### config.mk
export PLATFORM = sky130hd
export DESIGN_NAME = mac_seq_ctrl
export DESIGN_NICKNAME = d
export VERILOG_FILES = /design/src/rtl/mac_seq_ctrl.sv
export SDC_FILE = /design/constraint.sdc
export NUM_CORES = 1
export LEC_CHECK = 0
export CORE_MARGIN = 5
export CORE_UTILIZATION = 44
export CTS_CLUSTER_DIAMETER = 40
export DETAILED_ROUTE_END_ITERATION = 8
export PLACE_DENSITY = 0.87
export SKIP_CTS_REPAIR_TIMING = 1
export SLEW_MARGIN = 30
export SYNTH_ARGS = -nofsm -noshare
export SYNTH_HDL_FRONTEND = slang
export SYNTH_SLANG_ARGS = --single-unit
### constraint.sdc
create_clock -name clk -period 5.06 [get_ports clk]
set_input_delay 0.506 -clock clk [delete_from_list [all_inputs] [get_ports clk]]
set_output_delay 0.506 -clock clk [all_outputs]
set_load 0.005 [all_outputs]
### src/rtl/mac_seq_ctrl.sv
// Dot-product job sequencer: clears, feeds, flushes and reads back an external MAC unit.
// Optional RUN-stall counter (stall_cnt) is built only when MAC_SEQ_CTRL_PERF_CNT_EN is defined.
module mac_seq_ctrl #(
    parameter int unsigned LEN_W = 16
) (
    input  logic             clk,
    input  logic             rstn,
    input  logic             start,
    input  logic [1:0]       prec_in,
    input  logic [LEN_W-1:0] len,
    input  logic             abort,
    input  logic             a_valid,
    input  logic [7:0]       act_in,
    input  logic [7:0]       wgt_in,
    output logic             a_ready,
    output logic [7:0]       mac_act,
    output logic [7:0]       mac_wgt,
    output logic [1:0]       mac_prec,
    output logic             mac_en,
    output logic             mac_rstn,
    input  logic [55:0]      mac_result,
    output logic             res_valid,
    output logic [55:0]      res_data,
    input  logic             res_ready,
`ifdef MAC_SEQ_CTRL_PERF_CNT_EN
    output logic [15:0]      stall_cnt,
`endif
    output logic             busy,
    output logic             err
);
    localparam int unsigned RES_W  = 56;
    localparam int unsigned PREC_W = 2;
    localparam logic [PREC_W-1:0] PREC_ILLEGAL = 2'b11;

    typedef enum logic [2:0] {
        IDLE,
        CLEAR,
        RUN,
        FLUSH,
        DONE
    } state_e;

    state_e            state_q, state_d;
    logic [PREC_W-1:0] prec_q, prec_d;
    logic [LEN_W-1:0]  rem_q, rem_d;
    logic              err_q, err_d;
    logic              mac_rstn_q, mac_rstn_d;
    logic [RES_W-1:0]  res_q, res_d;
    logic              beat_c;

    // State and job registers
    always_ff @(posedge clk or negedge rstn) begin
        if (!rstn) begin
            state_q    <= IDLE;
            prec_q     <= '0;
            rem_q      <= '0;
            err_q      <= 1'b0;
            mac_rstn_q <= 1'b0;
            res_q      <= '0;
        end else begin
            state_q    <= state_d;
            prec_q     <= prec_d;
            rem_q      <= rem_d;
            err_q      <= err_d;
            mac_rstn_q <= mac_rstn_d;
            res_q      <= res_d;
        end
    end

    // Next-state logic; abort overrides every in-flight transition, including the last beat
    always_comb begin
        state_d    = state_q;
        prec_d     = prec_q;
        rem_d      = rem_q;
        err_d      = err_q;
        mac_rstn_d = 1'b1;
        res_d      = res_q;
        beat_c     = (state_q == RUN) && a_valid;

        case (state_q)
            IDLE: begin
                if (start) begin
                    if (prec_in == PREC_ILLEGAL) begin
                        err_d = 1'b1;
                    end else begin
                        err_d      = 1'b0;
                        prec_d     = prec_in;
                        rem_d      = len;
                        mac_rstn_d = 1'b0;
                        state_d    = CLEAR;
                    end
                end
            end
            CLEAR: state_d = (rem_q == '0) ? FLUSH : RUN;
            RUN: begin
                if (beat_c) begin
                    rem_d = rem_q - LEN_W'(1);
                    if (rem_q == LEN_W'(1)) begin
                        state_d = FLUSH;
                    end
                end
            end
            FLUSH: begin
                res_d   = mac_result;
                state_d = DONE;
            end
            DONE: begin
                if (res_ready) begin
                    state_d = IDLE;
                end
            end
            default: state_d = IDLE;
        endcase

        if (abort && (state_q inside {CLEAR, RUN, FLUSH})) begin
            state_d    = IDLE;
            mac_rstn_d = 1'b0;
            res_d      = res_q;
        end
    end

    // Operand path is combinational so each accepted beat reaches the MAC in the same cycle
    assign a_ready   = (state_q == RUN);
    assign mac_en    = beat_c || (state_q == FLUSH);
    assign mac_act   = beat_c ? act_in : '0;
    assign mac_wgt   = beat_c ? wgt_in : '0;
    assign mac_prec  = prec_q;
    assign mac_rstn  = mac_rstn_q;
    assign res_valid = (state_q == DONE);
    assign res_data  = res_q;
    assign busy      = (state_q != IDLE);
    assign err       = err_q;

`ifdef MAC_SEQ_CTRL_PERF_CNT_EN
    localparam int unsigned CNT_W = 16;

    logic [CNT_W-1:0] stall_q, stall_d;

    // Saturating count of RUN cycles without an operand
    always_comb begin
        stall_d = stall_q;
        if (state_q == CLEAR) begin
            stall_d = '0;
        end else if ((state_q == RUN) && !a_valid && (stall_q != '1)) begin
            stall_d = stall_q + CNT_W'(1);
        end
    end

    always_ff @(posedge clk or negedge rstn) begin
        if (!rstn) begin
            stall_q <= '0;
        end else begin
            stall_q <= stall_d;
        end
    end

    assign stall_cnt = stall_q;
`endif

endmodule

# --- Word-level counts from Yosys, hierarchy flattened ---
# Cells that the tools add are included.
totals:
  wordCells: 54
  ff_bits: 79
  out_inout_bits: 80
classes:
  n_reduce_logical: 13
  n_eq_ne: 14
  add_sub_neg: 1
  bitwise_logic: 2
  n_mux: 18
ops:
  columns: ["operator", "count"]
  rows:
  - ["$mux 16", 3]
  - ["$pmux 16 s2", 1]
  - ["$mux 3", 6]
  - ["$eq 16x1->1 const B", 1]
  - ["$logic_not 16->1", 1]
  - ["$mux 8", 2]
  - ["$sub 16x1->16 const B", 1]
  - ["$pmux 3 s5", 1]
  - ["$ne 3x1->1 const B", 3]
  - ["$eq 3x2->1 const B", 2]
  - ["$ne 3x3->1 const B", 2]
  - ["$reduce_bool 3->1", 2]
  - ["$mux 1", 5]
  - ["$reduce_and 5->1", 1]
  - ["$ne 2x2->1 const B", 2]
  - ["$reduce_and 2->1", 2]
  - ["$reduce_and 4->1", 1]
  - ["$eq 3x1->1 const B", 1]
  - ["$eq 3x3->1 const B", 1]
  - ["$logic_not 3->1", 1]
  - ["$reduce_and 3->1", 1]
  - ["$eq 2x2->1 const B", 1]
  - ["$logic_and 1x1->1", 2]
  - ["$ne 2x1->1 const B", 1]
  - ["other kinds (3)", 4]

# --- Longest topological paths before layout ---
# Gate-level depths: netlist (run 1).
logic_depth:
  word_depth: 5
  mapped_depth: 8

# --- Worst setup path after synthesis (run 1) ---
# No wires, ideal clock.
synth_timing:
  path_kind: "reg-to-output"
  startpoint: "register state_q[0]"
  endpoint: "output mac_act[5]"
  path_stages_with_launch: 7
  path_slack_ps: 2890
  required_ps: 4554
  arrival_ps: 1664
  path_cell_list: "dfrtp_1 > buf_6 > or3b_2 > clkbuf_2 > clkinv_1 > clkbuf_1 > and3_1"
synth_via:
  elab_chain_len: 3
synth_rtl:
  columns: ["item", "line", "text"]
  rows:
  - ["from (decl)", "43", "state_e state_q, state_d;"]
  - ["from (signal assigned)", "61", "state_q <= state_d;"]
  - ["$eq 3x2->1", null, null]
  - ["via a_ready", "15", "output logic a_ready,"]
  - ["$logic_and 1x1->1", "78", "beat_c = (state_q == RUN) && a_valid;"]
  - ["$mux 8", "125", "assign mac_act = beat_c ? act_in : '0;"]
  - ["to (decl)", "16", "output logic [7:0] mac_act,"]
# The timed path passes the listed nets, and every way through them passes these cells.

# --- Final worst setup path (run 1) ---
layout_timing:
  startpoint: "register state_q[1]"
  endpoint: "output mac_act[1]"
layout_via:
  elab_chain_len: 3
layout_rtl:
  columns: ["item", "line"]
  rows:
  - ["$eq 3x2->1", "78"]
  - ["$logic_and 1x1->1", "78"]
  - ["$mux 8", "125"]
# No other way between the ends.

==> results.ini, run 1 <==
[synth]
syn-num-nets = 408
synth_top_cell_area_share_pct = 53.6
synthFlopType = dfrtp_1
synth_common_cells = 79 x dfrtp_1, 57 x mux2_2, 16 x and3_1, 15 x nor2_1, 14 x a21oi_1
ys_ff_latch = 79
syn_area_um2 = 3690
synth_edf_count = 0
ys_warn_count = 0
async_reset_ff_share_pct = 100
synth.most_common_cell = dfrtp_1
synth_seq_area_share_pct = 53.6
synth_area_leaders = dfrtp_1 54%, mux2_2 17%, and3_1 2.7%, a21oi_1 1.9%, a31oi_1 1.5%
synthCells = 310
synth_area_leader_cell = dfrtp_1
yosysUniqueCellTypes = 50
avgSynthCellArea_um2 = 11.9

[routing]
ant_nets = 0
dr_total_vias = 3211
viasPerCell = 5.49
drt_iter0_drc = 121
first_pass_iters = 4
avgRoutedWirePerCell_um = 18.9
drc = 0
routed_wl_um = 11000

[clocking]
root_buffer = clkbuf_8
insertion_delay_ps = 340
cts_tree = done
cts_buffers = 9
cts_buffer_depth = 2
cts.clk_slew.worst_paths_ps = 80
htree_num_levels = 3
clock-sinks = 79

[power_and_ir_drop]
ir_drop_uv = 394
powerDensity_nw_per_um2 = 502
p_leak_nw = 2.39
totalPowerFinal_w = 0.00286

[grt]
grt_max_degree = 80
grt_pass1_wl_um = 17500
met1_usage_pct = 23.1
busiest_layer = met2
grt_overflow = 0
grt_util_met3_pct = 11.9
grt_pass1_vias = 3503
use_met2_pct = 37.3
antenna_found_initial = 0
grt_usage_pct = 21.7

[setup_path]
required_ps = 4550
worstPathMaxFanout = 46
r2r_slack_ps = 2710
timing_worst_setup_path_type = flip-flop to output port
cp-end-kind = output port
rr_startpoint = state_q[1]
startpoint_type = flip-flop
r2r_end = rem_q[5]
critical_path_arrival_ps = 2820
r2r_cells = 5

[run]
cap_violations = 0

[finish]
antenna_cells = 0
final_layout_size_suffix_gt1_share_pct = 18.5
n_fill_cell = 581
seq_area_um2 = 1980
nets = 573
fin_util_pct = 69.6
multi_input_comb_area_um2 = 1560
area_growth_syn_to_layout_pct = 54.2

[floorplan]
num_rows = 33
core_area_um2 = 8180
dieWidth_um = 102
io_pins = 176
die_h_um = 102
die-area_um2 = 10300
start_util_pct = 45.1

[sta]
max_freq_ghz = 0.300
worstMarginPinSlew_ps = 863
tns_ps = 0
period_needed_ps = 3330
slew_violations = 0
finalSetupViolCount = 0
hold_viol = 0
finalCritPeriodShare_pct = 65.8
setup_ws_ps = 1730
slew-limit-headroom_pct = 42.3
rsz0062_at_grt = no
fin_skew_ps = 5.73

[min_path]
hold_class = input pin to asynchronous set/reset pin

[place]
port_buffers = 175
pre_cts_slack_ps = 1770
globalplace.congestion = 0.842
dp_hpwl_um = 8140

[status]
outcome = finished, final reports clean

## cell usage in the layout, fill, tap and decap left out, types with 2 or more instances in the layout
cell	netlist	final
o41ai_1	2	2
dfrtp_1	79	79
o22a_1	2	2
nand4_1	2	2
nand3_1	5	5
a31o_2	4	4
inv_1	5	5
mux2_2	57	57
a31oi_1	9	9
clkbuf_1	11	2
bufinv_16	0	3
or4_4	2	2
a21oi_1	14	14
o32ai_1	2	2
o31ai_1	5	5
clkbuf_8	0	9
a21o_1	2	2
or4_1	2	2
o2bb2ai_1	3	3
a22oi_1	2	2
or3_2	2	2
and3_1	16	16
o22ai_1	3	3
a2bb2oi_1	3	3
clkdlybuf4s50_1	0	174
nor3b_1	2	2
nand2_1	10	10
or3b_2	2	2
nor3_1	11	11
ha_1	2	2
nor2_1	15	15
o21ai_0	9	9
## area by class of cell
| cell class | count | share of cell area [%] |
|---|---|---|
| sequential | 79 | 34.7 |
| timing repair buffer | 176 | 30.9 |
| multi-input combinational | 203 | 27.4 |
| clock buffer | 11 | 2.31 |
| tap | 105 | 2.31 |
| clock inverter | 5 | 1.87 |
| inverter | 6 | 0.396 |
## metal layers
| metal | vias to the layer above | routed length, um |
|---|---|---|
| li1 | 1472 | - |
| met3 | 15 | 1530 |
| met2 | 180 | 5420 |
| met4 | 0 | 170 |
| met1 | 1544 | 3910 |
| met5 | - | 0 |
## worst max-delay path, stage by stage, from the launching register on
cell	delay (ps)
dfrtp_1	530
or3b_2	650
inv_2	540
and3_1	250
clkdlybuf4s50_1	510
## per-stage QoR
stage / hold slack [ps] / cells / area (um^2)
floorplan: 210 / 310 / 3690
CTS: 350 / 585 / 5690
finish: 162 / 585 / 5690
global route: 227 / 585 / 5690
global placement: 474 / 569 / 5450
detailed placement: 480 / 569 / 5450
## flip-flops by register name, indices dropped and copies added (netlist names)
register	cells
err	1
rem_q	16
mac_prec	2
mac_rstn	1
state_q	3
res_data	56
## how the worst max path moves through the flow
stage / cells past startpoint / end / slack (ps) / start
CTS: 4 / mac_act[1] / 1380 / state_q[1]
global placement: 4 / mac_wgt[7] / 1920 / state_q[1]
global route: 4 / mac_act[1] / 1570 / state_q[1]
floorplan: 6 / mac_act[5] / 2890 / state_q[0]
detailed placement: 4 / mac_act[1] / 1770 / state_q[1]
finish: 4 / mac_act[1] / 1730 / state_q[1]
## logic make-up after synthesis
family                     Yosys count  share of synthesized area (%)
adders and majority gates            2                          0.678
buffers and inverters               28                           4.31
AOI/OAI and AO/OA                   64                           11.8
and+or+nand+nor                     79                           12.0
DFF                                 79                           53.6
muxes                               57                           17.4
xor gates and xnor gates             1                          0.237
## report_power, final
group          leakage, nW  internal, W  switching, W
registers            0.989     0.000895      0.000206
logic                 1.29     0.000729      0.000462
clock network        0.114     0.000329      0.000234
(Power assumes the default switching activity.)
==> run 2: changes to the inputs <==
- CORE_UTILIZATION: 44 -> 41
- PLACE_DENSITY: 0.87 -> 0.81
- clock period: 5.06 -> 3.29 ns (I/O delays scaled with it)
==> run 2 against run 1 <==
  * Clock power up 42%
  * Non-clock buffer count up 3
  * Die area up 6.6%
  * Count of clock-buffer cells in the layout down 1
  * Largest power group unchanged
  * First-iteration DRC count down 23%
  * Cell area up 0.70%
  * Sequential cell count unchanged
  * Highest routed layer unchanged
  * Combinational power up 54%
  * Power up 51%
  * Cell count up 1.0%
  * Via count down 1.3%
==> results.ini, run 2 (synthesis results as in run 1) <==
[floorplan]
dieWidth_um = 105  ; +3.2%
core_area_um2 = 8760  ; +7.2%
die_h_um = 105  ; +3.2%
die-area_um2 = 11000  ; +6.6%
start_util_pct = 42.1  ; -3.0 points
num_rows = 34  ; +3.0%
io_pins = 176  ; unchanged

[clocking]
cts_buffer_depth = 2  ; unchanged
cts_buffers = 9  ; unchanged
clock-sinks = 79  ; unchanged
root_buffer = clkbuf_8
cts_tree = done
htree_num_levels = 3  ; unchanged
cts.clk_slew.worst_paths_ps = 90  ; about the same
insertion_delay_ps = 340  ; about the same

[finish]
antenna_cells = 0  ; unchanged
nets = 576  ; +0.52%
layout_common_cells = 174 x clkdlybuf4s50_1, 79 x dfrtp_1, 57 x mux2_2
final-instance-count-excl-fill = 591  ; +1.0%
largest_reg_flops = 56  ; unchanged
final_common_cell = clkdlybuf4s50_1
area_growth_syn_to_layout_pct = 55.3
final_layout_size_suffix_gt1_share_pct = 18.8  ; +0.30 points

[sta]
tns_ps = 0  ; unchanged
fin_skew_ps = 10.4  ; +4.65 ps
max_freq_ghz = 0.335
rsz0062_at_grt = no
worstMarginPinSlew_ps = 850  ; -13.4 ps
slew-limit-headroom_pct = 43.2  ; +0.90 points
hold_viol = 0  ; unchanged
finalCritPeriodShare_pct = 90.7
setup_ws_ps = 306  ; -1430 ps
finalSetupViolCount = 0  ; unchanged
period_needed_ps = 2980
slew_violations = 0  ; unchanged
holdWs_ps = 486  ; +324 ps

[power_and_ir_drop]
powerDensity_nw_per_um2 = 753  ; +50%
totalPowerFinal_w = 0.00431  ; +51%
intPower_w = 0.00294  ; +51%
comb_power_share_pct = 42.4  ; +0.7 points
clkPwrFrac_pct = 18.6  ; -1.1 points
p_seq_share_pct = 39.0  ; +0.4 points
power_switching_w = 0.00137  ; +52%
p_leak_nw = 2.40  ; +0.37%
sw_frac_of_total_pct = 31.8  ; +0.19 points
ir_drop_uv = 433  ; +9.9%

[setup_path]
worstPathMaxFanout = 30  ; -35%
required_ps = 2960  ; -1590 ps
timing_worst_setup_path_type = flip-flop to output port
cp-end-kind = output port
startpoint_type = flip-flop
r2r_slack_ps = 950  ; -1760 ps
critical_path_arrival_ps = 2650  ; -170 ps

[routing]
avgRoutedWirePerCell_um = 18.1  ; -3.9%
ant_nets = 0  ; unchanged
drc = 0  ; unchanged
first_pass_iters = 5  ; +1
dr_total_vias = 3169  ; -1.3%
routed_wl_um = 10700  ; -2.9%
viasPerCell = 5.36  ; -2.3%
drt_iter0_drc = 93  ; -23%

[run]
cap_violations = 0  ; unchanged

[grt]
grt_pass1_vias = 3370  ; -3.8%
grt_pass1_wl_um = 17100  ; -2.5%
grt_max_degree = 58  ; -28%
antenna_found_initial = 0  ; unchanged
grt_overflow = 0  ; unchanged
grt_usage_pct = 19.2  ; -2.6 points

[min_path]
hold_class = input pin to asynchronous set/reset pin

[status]
outcome = finished, final reports clean

[place]
port_buffers = 175  ; unchanged
numPlacedInstances = 574  ; +0.88%
dp_hpwl_um = 8150  ; about the same
globalplace.congestion = 0.870  ; +3.3%
pre_cts_slack_ps = 661  ; -1110 ps

## run 2: changes by cell type in the layout (fill, tap and decap cells not counted), sizes merged
cell / before / now
dlygate4sd3: 0 / 1
bufinv: 3 / 2
clkbuf: 11 / 10
inv: 6 / 7
buf: 2 / 4
clkinvlp: 1 / 2
## run 2: final timing paths
kind,from,to,depth (start not counted)
worst min register to register,mac_prec[0],mac_prec[0],1
min in group clk,mac_prec[0],mac_prec[0],1
worst max register to register,state_q[1],rem_q[5],6
worst min-delay path,rstn,res_data[38],2
worst max-delay path,state_q[1],a_ready,4
max in group asynchronous,rstn,res_data[21],3
## run 2: through the flow
step	utilization, %	area, um^2
2_1_floorplan	-	3690
3_3_place_gp	62.4	5470
3_5_place_dp	62.7	5500
4_1_cts	65.3	5720
5_1_grt	65.4	5730
6_report	65.4	5730
## run 2: layer usage
metal  track usage, %  vias to the layer above  part of all wire (%)
met5                0                        -                     0
li1                 -                     1482                     -
met1             20.6                     1502                    36
met2             31.4                      168                    48
met3             11.9                       17                    15
met4             5.48                        0                   1.5
## run 2: cell type report
type / instances / area [um^2]
Clock buffer: 10 / 128
Clock inverter: 6 / 92.6
Fill cell: 680 / 3030
Inverter: 6 / 22.5
Multi-Input combinational cell: 203 / 1560
Sequential cell: 79 / 1980
Tap cell: 108 / 135
Timing Repair Buffer: 179 / 1810
## run 2: worst max-delay path: stages (launching register included)
cell	delay, ps
dfrtp_1	520
or3b_2	640
clkinv_1	250
buf_4	340
clkdlybuf4s50_1	560
## run 2: power by group through the flow
stage / clock, W / sequential [W] / combinational [W]
after CTS: 0.000828 / 0.00168 / 0.00185
after floorplan: 0 / 0.00166 / 0.000855
after global placement: 0 / 0.00166 / 0.00179
after global routing: 0.000875 / 0.00175 / 0.00199
final: 0.000800 / 0.00168 / 0.00183
after detailed placement: 0 / 0.00170 / 0.00184
